===== src/rtl/uart_ram_xfer_pkg.sv =====
// uart_ram_xfer_pkg: shared constants for the UART <-> BRAM transfer sequencer.
// Holds the byte width, the FSM state encoding and the request-type encoding.
package uart_ram_xfer_pkg;

  localparam int BYTE_W = 8;

  // State encoding
  localparam logic [2:0] ST_IDLE     = 3'd0;
  localparam logic [2:0] ST_RX_WAIT  = 3'd1;
  localparam logic [2:0] ST_RX_WRITE = 3'd2;
  localparam logic [2:0] ST_TX_READ  = 3'd3;
  localparam logic [2:0] ST_TX_LOAD  = 3'd4;
  localparam logic [2:0] ST_TX_START = 3'd5;
  localparam logic [2:0] ST_TX_WAIT  = 3'd6;
  localparam logic [2:0] ST_DONE     = 3'd7;

  typedef enum logic [2:0] {
    S_IDLE     = ST_IDLE,
    S_RX_WAIT  = ST_RX_WAIT,
    S_RX_WRITE = ST_RX_WRITE,
    S_TX_READ  = ST_TX_READ,
    S_TX_LOAD  = ST_TX_LOAD,
    S_TX_START = ST_TX_START,
    S_TX_WAIT  = ST_TX_WAIT,
    S_DONE     = ST_DONE
  } state_e;

  // Request type of the transfer currently being served
  localparam logic REQ_LOAD = 1'b0;
  localparam logic REQ_DUMP = 1'b1;

endpackage


===== src/rtl/uart_ram_xfer_ctrl.sv =====
// uart_ram_xfer_ctrl: arbitrates load (UART RX -> BRAM) and dump (BRAM -> UART TX)
// requests onto a single byte-wide BRAM port and reports per-request completion.
// Optional RX idle timeout on loads: define UART_RAM_XFER_TIMEOUT_EN.
// All outputs are registered; RAM/busy outputs are decoded from the next state so
// they line up with the state they belong to.
module uart_ram_xfer_ctrl
  import uart_ram_xfer_pkg::*;
#(
  parameter int ADDR_W         = 10,
  parameter int TIMEOUT_CYCLES = 1_000_000
) (
  input  logic              CLK,
  input  logic              JOY_SELECT,
  input  logic              write_to_bram_enable,
  input  logic              write_to_uart_enable,
  input  logic [31:0]       write_addr,
  input  logic [3:0]        bytes_to_write,
  input  logic [BYTE_W-1:0] rx_data,
  input  logic              rx_valid,
  output logic [BYTE_W-1:0] tx_data,
  output logic              tx_start,
  input  logic              tx_busy,
  output logic              ram_en,
  output logic              ram_we,
  output logic [ADDR_W-1:0] ram_addr,
  output logic [BYTE_W-1:0] ram_wdata,
  input  logic [BYTE_W-1:0] ram_rdata,
  output logic              busy,
  output logic              write_complete,
  output logic              send_complete,
  output logic              xfer_error
);

  state_e              state_q, state_d;
  logic                pend_load_q, pend_load_d;
  logic                pend_dump_q, pend_dump_d;
  logic [ADDR_W-1:0]   load_addr_q, load_addr_d;
  logic [3:0]          load_cnt_q, load_cnt_d;
  logic [ADDR_W-1:0]   dump_addr_q, dump_addr_d;
  logic [3:0]          dump_cnt_q, dump_cnt_d;
  logic                req_q, req_d;
  logic [ADDR_W-1:0]   addr_q, addr_d;
  logic [3:0]          cnt_q, cnt_d;
  logic [BYTE_W-1:0]   tx_data_q, tx_data_d;
  logic                tx_start_q, tx_start_d;
  logic                ram_en_q, ram_en_d;
  logic                ram_we_q, ram_we_d;
  logic [ADDR_W-1:0]   ram_addr_q, ram_addr_d;
  logic [BYTE_W-1:0]   ram_wdata_q, ram_wdata_d;
  logic                busy_q, busy_d;
  logic                wr_done_q, wr_done_d;
  logic                snd_done_q, snd_done_d;
  logic                to_hit_s;
  logic                unused_addr_hi_s;

  // Only the low ADDR_W address bits address the BRAM.
  assign unused_addr_hi_s = ^write_addr[31:ADDR_W];

  // Request capture, arbitration and transfer sequencing.
  always_comb begin
    state_d     = state_q;
    pend_load_d = pend_load_q;
    pend_dump_d = pend_dump_q;
    load_addr_d = load_addr_q;
    load_cnt_d  = load_cnt_q;
    dump_addr_d = dump_addr_q;
    dump_cnt_d  = dump_cnt_q;
    req_d       = req_q;
    addr_d      = addr_q;
    cnt_d       = cnt_q;
    tx_data_d   = tx_data_q;
    tx_start_d  = 1'b0;
    ram_wdata_d = ram_wdata_q;
    wr_done_d   = 1'b0;
    snd_done_d  = 1'b0;

    // A strobe only captures when nothing of that type is pending yet.
    if (write_to_bram_enable && !pend_load_q) begin
      pend_load_d = 1'b1;
      load_addr_d = write_addr[ADDR_W-1:0];
      load_cnt_d  = bytes_to_write;
    end else begin
      pend_load_d = pend_load_d;
    end
    if (write_to_uart_enable && !pend_dump_q) begin
      pend_dump_d = 1'b1;
      dump_addr_d = write_addr[ADDR_W-1:0];
      dump_cnt_d  = bytes_to_write;
    end else begin
      pend_dump_d = pend_dump_d;
    end

    case (state_q)
      S_IDLE: begin
        // Loads win over dumps; the loser stays pending.
        if (pend_load_q) begin
          pend_load_d = 1'b0;
          req_d       = REQ_LOAD;
          addr_d      = load_addr_q;
          cnt_d       = load_cnt_q;
          state_d     = (load_cnt_q == 4'd0) ? S_DONE : S_RX_WAIT;
        end else if (pend_dump_q) begin
          pend_dump_d = 1'b0;
          req_d       = REQ_DUMP;
          addr_d      = dump_addr_q;
          cnt_d       = dump_cnt_q;
          state_d     = (dump_cnt_q == 4'd0) ? S_DONE : S_TX_READ;
        end else begin
          state_d = S_IDLE;
        end
      end
      S_RX_WAIT: begin
        if (rx_valid) begin
          ram_wdata_d = rx_data;
          state_d     = S_RX_WRITE;
        end else if (to_hit_s) begin
          state_d = S_DONE;
        end else begin
          state_d = S_RX_WAIT;
        end
      end
      S_RX_WRITE: begin
        addr_d  = addr_q + ADDR_W'(1);
        cnt_d   = cnt_q - 4'd1;
        state_d = (cnt_q == 4'd1) ? S_DONE : S_RX_WAIT;
      end
      S_TX_READ: begin
        state_d = S_TX_LOAD;
      end
      S_TX_LOAD: begin
        tx_data_d = ram_rdata;
        state_d   = S_TX_START;
      end
      S_TX_START: begin
        if (!tx_busy) begin
          tx_start_d = 1'b1;
          state_d    = S_TX_WAIT;
        end else begin
          state_d = S_TX_START;
        end
      end
      S_TX_WAIT: begin
        // tx_start_q is high only in the first TX_WAIT cycle, before tx_busy can rise.
        if (!tx_start_q && !tx_busy) begin
          addr_d  = addr_q + ADDR_W'(1);
          cnt_d   = cnt_q - 4'd1;
          state_d = (cnt_q == 4'd1) ? S_DONE : S_TX_READ;
        end else begin
          state_d = S_TX_WAIT;
        end
      end
      S_DONE: begin
        wr_done_d  = (req_q == REQ_LOAD);
        snd_done_d = (req_q == REQ_DUMP);
        state_d    = S_IDLE;
      end
      default: begin
        state_d = S_IDLE;
      end
    endcase

    busy_d     = (state_d != S_IDLE);
    ram_en_d   = (state_d == S_RX_WRITE) || (state_d == S_TX_READ);
    ram_we_d   = (state_d == S_RX_WRITE);
    ram_addr_d = ram_en_d ? addr_d : '0;
  end

  // State, request bookkeeping and registered outputs.
  always_ff @(posedge CLK or posedge JOY_SELECT) begin
    if (JOY_SELECT) begin
      state_q     <= S_IDLE;
      pend_load_q <= 1'b0;
      pend_dump_q <= 1'b0;
      load_addr_q <= '0;
      load_cnt_q  <= 4'd0;
      dump_addr_q <= '0;
      dump_cnt_q  <= 4'd0;
      req_q       <= REQ_LOAD;
      addr_q      <= '0;
      cnt_q       <= 4'd0;
      tx_data_q   <= '0;
      tx_start_q  <= 1'b0;
      ram_en_q    <= 1'b0;
      ram_we_q    <= 1'b0;
      ram_addr_q  <= '0;
      ram_wdata_q <= '0;
      busy_q      <= 1'b0;
      wr_done_q   <= 1'b0;
      snd_done_q  <= 1'b0;
    end else begin
      state_q     <= state_d;
      pend_load_q <= pend_load_d;
      pend_dump_q <= pend_dump_d;
      load_addr_q <= load_addr_d;
      load_cnt_q  <= load_cnt_d;
      dump_addr_q <= dump_addr_d;
      dump_cnt_q  <= dump_cnt_d;
      req_q       <= req_d;
      addr_q      <= addr_d;
      cnt_q       <= cnt_d;
      tx_data_q   <= tx_data_d;
      tx_start_q  <= tx_start_d;
      ram_en_q    <= ram_en_d;
      ram_we_q    <= ram_we_d;
      ram_addr_q  <= ram_addr_d;
      ram_wdata_q <= ram_wdata_d;
      busy_q      <= busy_d;
      wr_done_q   <= wr_done_d;
      snd_done_q  <= snd_done_d;
    end
  end

`ifdef UART_RAM_XFER_TIMEOUT_EN
  localparam int              TO_W     = $clog2(TIMEOUT_CYCLES + 1);
  localparam logic [TO_W-1:0] TO_LIMIT = TO_W'(TIMEOUT_CYCLES - 1);

  logic [TO_W-1:0] to_cnt_q, to_cnt_d;
  logic            abort_q, abort_d;
  logic            xfer_error_q, xfer_error_d;

  // to_cnt_q holds the number of cycles since the last byte (or acceptance),
  // so DONE lands TIMEOUT_CYCLES cycles after the last rx_valid.
  assign to_hit_s = (state_q == S_RX_WAIT) && !rx_valid && (to_cnt_q >= TO_LIMIT);

  // Idle counter, abort flag and error qualifier for the completion pulse.
  always_comb begin
    to_cnt_d     = TO_W'(1);
    abort_d      = abort_q;
    xfer_error_d = 1'b0;
    if (((state_q == S_RX_WAIT) && !rx_valid) || (state_q == S_RX_WRITE)) begin
      to_cnt_d = to_cnt_q + TO_W'(1);
    end else begin
      to_cnt_d = TO_W'(1);
    end
    if (state_q == S_IDLE) begin
      abort_d = 1'b0;
    end else if (to_hit_s) begin
      abort_d = 1'b1;
    end else begin
      abort_d = abort_q;
    end
    if ((state_q == S_DONE) && (req_q == REQ_LOAD)) begin
      xfer_error_d = abort_q;
    end else begin
      xfer_error_d = 1'b0;
    end
  end

  // Timeout state registers.
  always_ff @(posedge CLK or posedge JOY_SELECT) begin
    if (JOY_SELECT) begin
      to_cnt_q     <= '0;
      abort_q      <= 1'b0;
      xfer_error_q <= 1'b0;
    end else begin
      to_cnt_q     <= to_cnt_d;
      abort_q      <= abort_d;
      xfer_error_q <= xfer_error_d;
    end
  end

  assign xfer_error = xfer_error_q;
`else
  // Without the timeout a load can never abort.
  logic unused_timeout_cfg_s;
  assign unused_timeout_cfg_s = (TIMEOUT_CYCLES > 0);
  assign to_hit_s             = 1'b0;
  assign xfer_error           = 1'b0;
`endif

  assign tx_data        = tx_data_q;
  assign tx_start       = tx_start_q;
  assign ram_en         = ram_en_q;
  assign ram_we         = ram_we_q;
  assign ram_addr       = ram_addr_q;
  assign ram_wdata      = ram_wdata_q;
  assign busy           = busy_q;
  assign write_complete = wr_done_q;
  assign send_complete  = snd_done_q;

endmodule


===== config.mk =====
export PLATFORM = sky130hd
export DESIGN_NAME = uart_ram_xfer_ctrl
export DESIGN_NICKNAME = d
export VERILOG_FILES = /design/src/rtl/uart_ram_xfer_pkg.sv /design/src/rtl/uart_ram_xfer_ctrl.sv
export SDC_FILE = /design/constraint.sdc
export NUM_CORES = 1
export LEC_CHECK = 0
export BUFFER_PORTS_ARGS = -buffer_cell sky130_fd_sc_hd__clkbuf_2
export CAP_MARGIN = 20
export CORE_MARGIN = 3
export CORE_UTILIZATION = 30
export CTS_CLUSTER_DIAMETER = 40
export CTS_CLUSTER_SIZE = 14
export DETAILED_ROUTE_END_ITERATION = 6
export GPL_ROUTABILITY_DRIVEN = 0
export PLACE_DENSITY = 0.56
export SLEW_MARGIN = 10
export SYNTH_ARGS = -nofsm -noshare
export SYNTH_HDL_FRONTEND = slang
export SYNTH_SLANG_ARGS = --single-unit

===== constraint.sdc =====
create_clock -name CLK -period 5.2 [get_ports CLK]
set_input_delay 0 -clock CLK [delete_from_list [all_inputs] [get_ports CLK]]
set_output_delay 0 -clock CLK [all_outputs]
set_load 0.01 [all_outputs]

==> impl_metrics.tcl <==
set metrics [dict create \
    holdPathEnd "state_q[1]" \
    clock_skew_ns 0.00490 \
    dpl-instance-area_sq_um 4170 \
    hold_depth 4 \
    hold_viol 0 \
    finalWirelength_um 8010 \
    syn_to_final_growth_pct 30.2 \
    htreeDepth 3 \
    yosys_warnings 0 \
    grt_max_degree 81 \
    switching_power_mw 0.977 \
    synth-edff-count 0 \
    hp-start "rx_valid" \
    grt_pass1_wl_um 13500 \
    reg2reg_depth 5 \
    ir_drop_v 0.000200 \
    ys_types 54 \
    relSlewSlack_pct 38.3 \
    grt_pass1_vias 2709 \
    post-place-ws_ns 2.99 \
    coreArea_sq_um 12100 \
    status "finished clean" \
    fin_nets 469 \
    synth_cells 311 \
    fmax_mhz 451 \
    p_leak_nw 2.16 \
    clkSinkCount 80 \
    drive_above_1_share_pct 36.3 \
    cts_setup_buffers 0 \
    routed_via_density 4.64 \
    dp.cells 531 \
    clkLatencyLatePin_ns 0.33 \
    drv_cap 0 \
    hp-class "in2reg" \
    antenna_found_initial 0 \
    fp.dieW_um 117 \
    crit_fanout 32 \
    crit_chain "or4_1 -> o211ai_2 -> a22oi_1 -> o21ai_0 -> nor2b_2" \
    rrSetupSlack_ns 2.98 \
    ant_nets 0 \
    fin_area_sq_um 4840 \
    stdcell_count 581 \
    grt_use_total_pct 12.2 \
    cp_data_arrival_time_ns 2.48 \
    cts_resized 0 \
    synth-seq-cells 80 \
    final.period_utilization_pct 42.6 \
    drt_first_pass_iters 6 \
    max_stage_delay_ns 0.72 \
    drv_slew 0 \
    dr_total_vias 2694 \
    pwr-share-seq_pct 40.9 \
    dieHeight_um 117 \
    rows 40 \
    fin_tns_setup_ns 0 \
    switching_share_pct 34.7 \
    post-route-drc-count 0 \
    pwr-share-clk_pct 23.4 \
    port_buffers 67 \
    rsz0062_at_grt "no" \
    cts_made_buffers 9 \
    p_int_mw 1.84 \
    async_flop_share_pct 100 \
    startpoint_type "flip-flop" \
    p_per_area_nw_per_um2 581 \
    synthFlopType "dfrtp_1" \
    cts_tree "yes" \
    cts_hold_buffers 32 \
    dieArea_sq_um 13800 \
    path_clk_slew_ns 0.06 \
    rr_endpoint "ram_addr[6]" \
    synth_seq_area_share_pct 53.8 \
    setup_violations 0 \
    critPathRequiredTime_ns 5.46 \
    antenna_cells 0 \
    critPathCaptureType "flip-flop" \
    pin_count 91 \
    initial_utilization_pct 30.8 \
    worst_path_max_delay_cell "dfrtp_1" \
    worst_pin_slew_ns 0.925 \
    synth_area_leaders "dfrtp_1, mux2_2, nand2_1, o21ai_0, mux2i_1" \
    dr.first_iter.drc_count 167 \
    grt_overflow 0 \
    yosysTopAreaCell "dfrtp_1" \
    worst_slack_ns 2.98 \
    hpwlAfterDp_um 5590 \
    synth_top_area_share_pct 53.8 \
    power_frac_comb_pct 35.7 \
    cts-root-buf "clkbuf_16" \
    synth_area_sq_um 3720 \
    period_needed_ns 2.22 \
    avgSynthCellArea_sq_um 12.0 \
    synth.net_count 372 \
    routedWlPerCell_um 13.8 \
    crit_type "reg2reg" \
    r2r-start "pend_load_q" \
    cts_buffer_depth 2 \
]
-- area by class of cell --
type | instances | area, sq um
fillers | 1156 | 7220
flip-flops and latches | 80 | 2000
multi-input cells | 206 | 1570
repair buffers | 104 | 716
clock buffers | 11 | 233
well taps | 168 | 210
clock inverters | 5 | 81.3
inverters | 7 | 27.5
-- power groups by stage --
stage / Sequential, mW / Clock (mW) / Combinational [mW]
6_report: 1.15 / 0.658 / 1.01
5_1_grt: 1.20 / 0.708 / 1.12
4_1_cts: 1.15 / 0.684 / 1.02
3_5_place_dp: 1.16 / 0 / 0.992
3_3_place_gp: 1.15 / 0 / 0.976
2_1_floorplan: 1.10 / 0 / 0.780
-- synth_stat cells, drive strengths merged (2+ instances only) --
master and count:
a211oi 2, a21o 2, a21oi 8, a22oi 4, a31oi 2, and2 3, and3 2, buf 17
dfrtp 80, ha 3, inv 7, mux2 45, mux2i 8, nand2 30, nand2b 4, nand3 4
nor2 14, nor2b 19, nor3 6, nor4 2, o211ai 4, o21ai 20, o221ai 2, o22a 2
o311ai 3, or3 2, xnor2 2, xor2 2
-- layer usage --
| metal | share of wire [%] | up-vias | GRT usage (%) | routed length (um) |
|---|---|---|---|---|
| li1 | - | 1287 | - | - |
| met1 | 47 | 1312 | 16.3 | 3800 |
| met2 | 45 | 88 | 18.7 | 3640 |
| met3 | 5.8 | 7 | 3.81 | 461 |
| met4 | 1.4 | 0 | 4.47 | 114 |
| met5 | 0 | - | 0 | 0 |
-- sequential cells by signal (all words and copies together), names as in the netlist, 3 cells and up --
name         flops
addr_q          10
cnt_q            4
dump_addr_q     10
dump_cnt_q       4
load_addr_q     10
load_cnt_q       4
ram_addr        10
ram_wdata        8
state_q          3
tx_data          8
-- critical path, delay by kind of cell (launching register included) --
kind,cells,cell delay [ns]
AND/OR/NAND/NOR,2,0.85
flip-flops,1,0.72
AO/OA/AOI/OAI,3,0.58
-- cells by family (layout without fill, tap and decap cells) --
group / Yosys count / after routing / synth area share [%]
compound gates: 53 / 53 / 10.2
xor+xnor: 4 / 4 / 0.942
fa+ha+maj: 3 / 3 / 1.01
buf+inv: 25 / 127 / 3.90
flops: 80 / 80 / 53.8
mux: 53 / 53 / 15.8
other cells: 1 / 1 / 0.101
simple gates: 92 / 92 / 14.2
-- worst max-delay path by stage --
| stage | startpoint | to |
|---|---|---|
| global route | pend_load_q | ram_addr[9] |
| floorplan | JOY_SELECT | addr_q[0] |
| CTS | pend_load_q | ram_addr[6] |
| finish | pend_load_q | ram_addr[6] |
| detailed placement | pend_load_q | ram_addr[6] |
| global placement | pend_load_q | ram_addr[6] |
-- through the flow --
step / total power [mW] / util [%] / hold slack (ns)
2_1_floorplan: 1.88 / - / 0.0708
3_3_place_gp: 2.12 / 34.6 / 0.221
3_5_place_dp: 2.15 / 34.6 / 0.225
4_1_cts: 2.85 / 39.8 / 0.0000185
5_1_grt: 3.02 / 40.1 / 0.234
6_report: 2.81 / 40.1 / 0.177
-- cell usage in the layout, fill, tap and decap left out, drive strengths merged, types with 3 or more instances in the layout --
cell         instances
dlygate4sd3         33
nor2b               19
buf                  4
clkinv               3
and2                 3
o21ai               20
a22oi                4
nor2                14
o211ai               4
clkbuf              78
dfrtp               80
nand2               30
nand2b               4
nor3                 6
inv                  6
nand3                4
mux2                45
o311ai               3
mux2i                8
a21oi                8
ha                   3
Power figures use the tool's default switching activity.
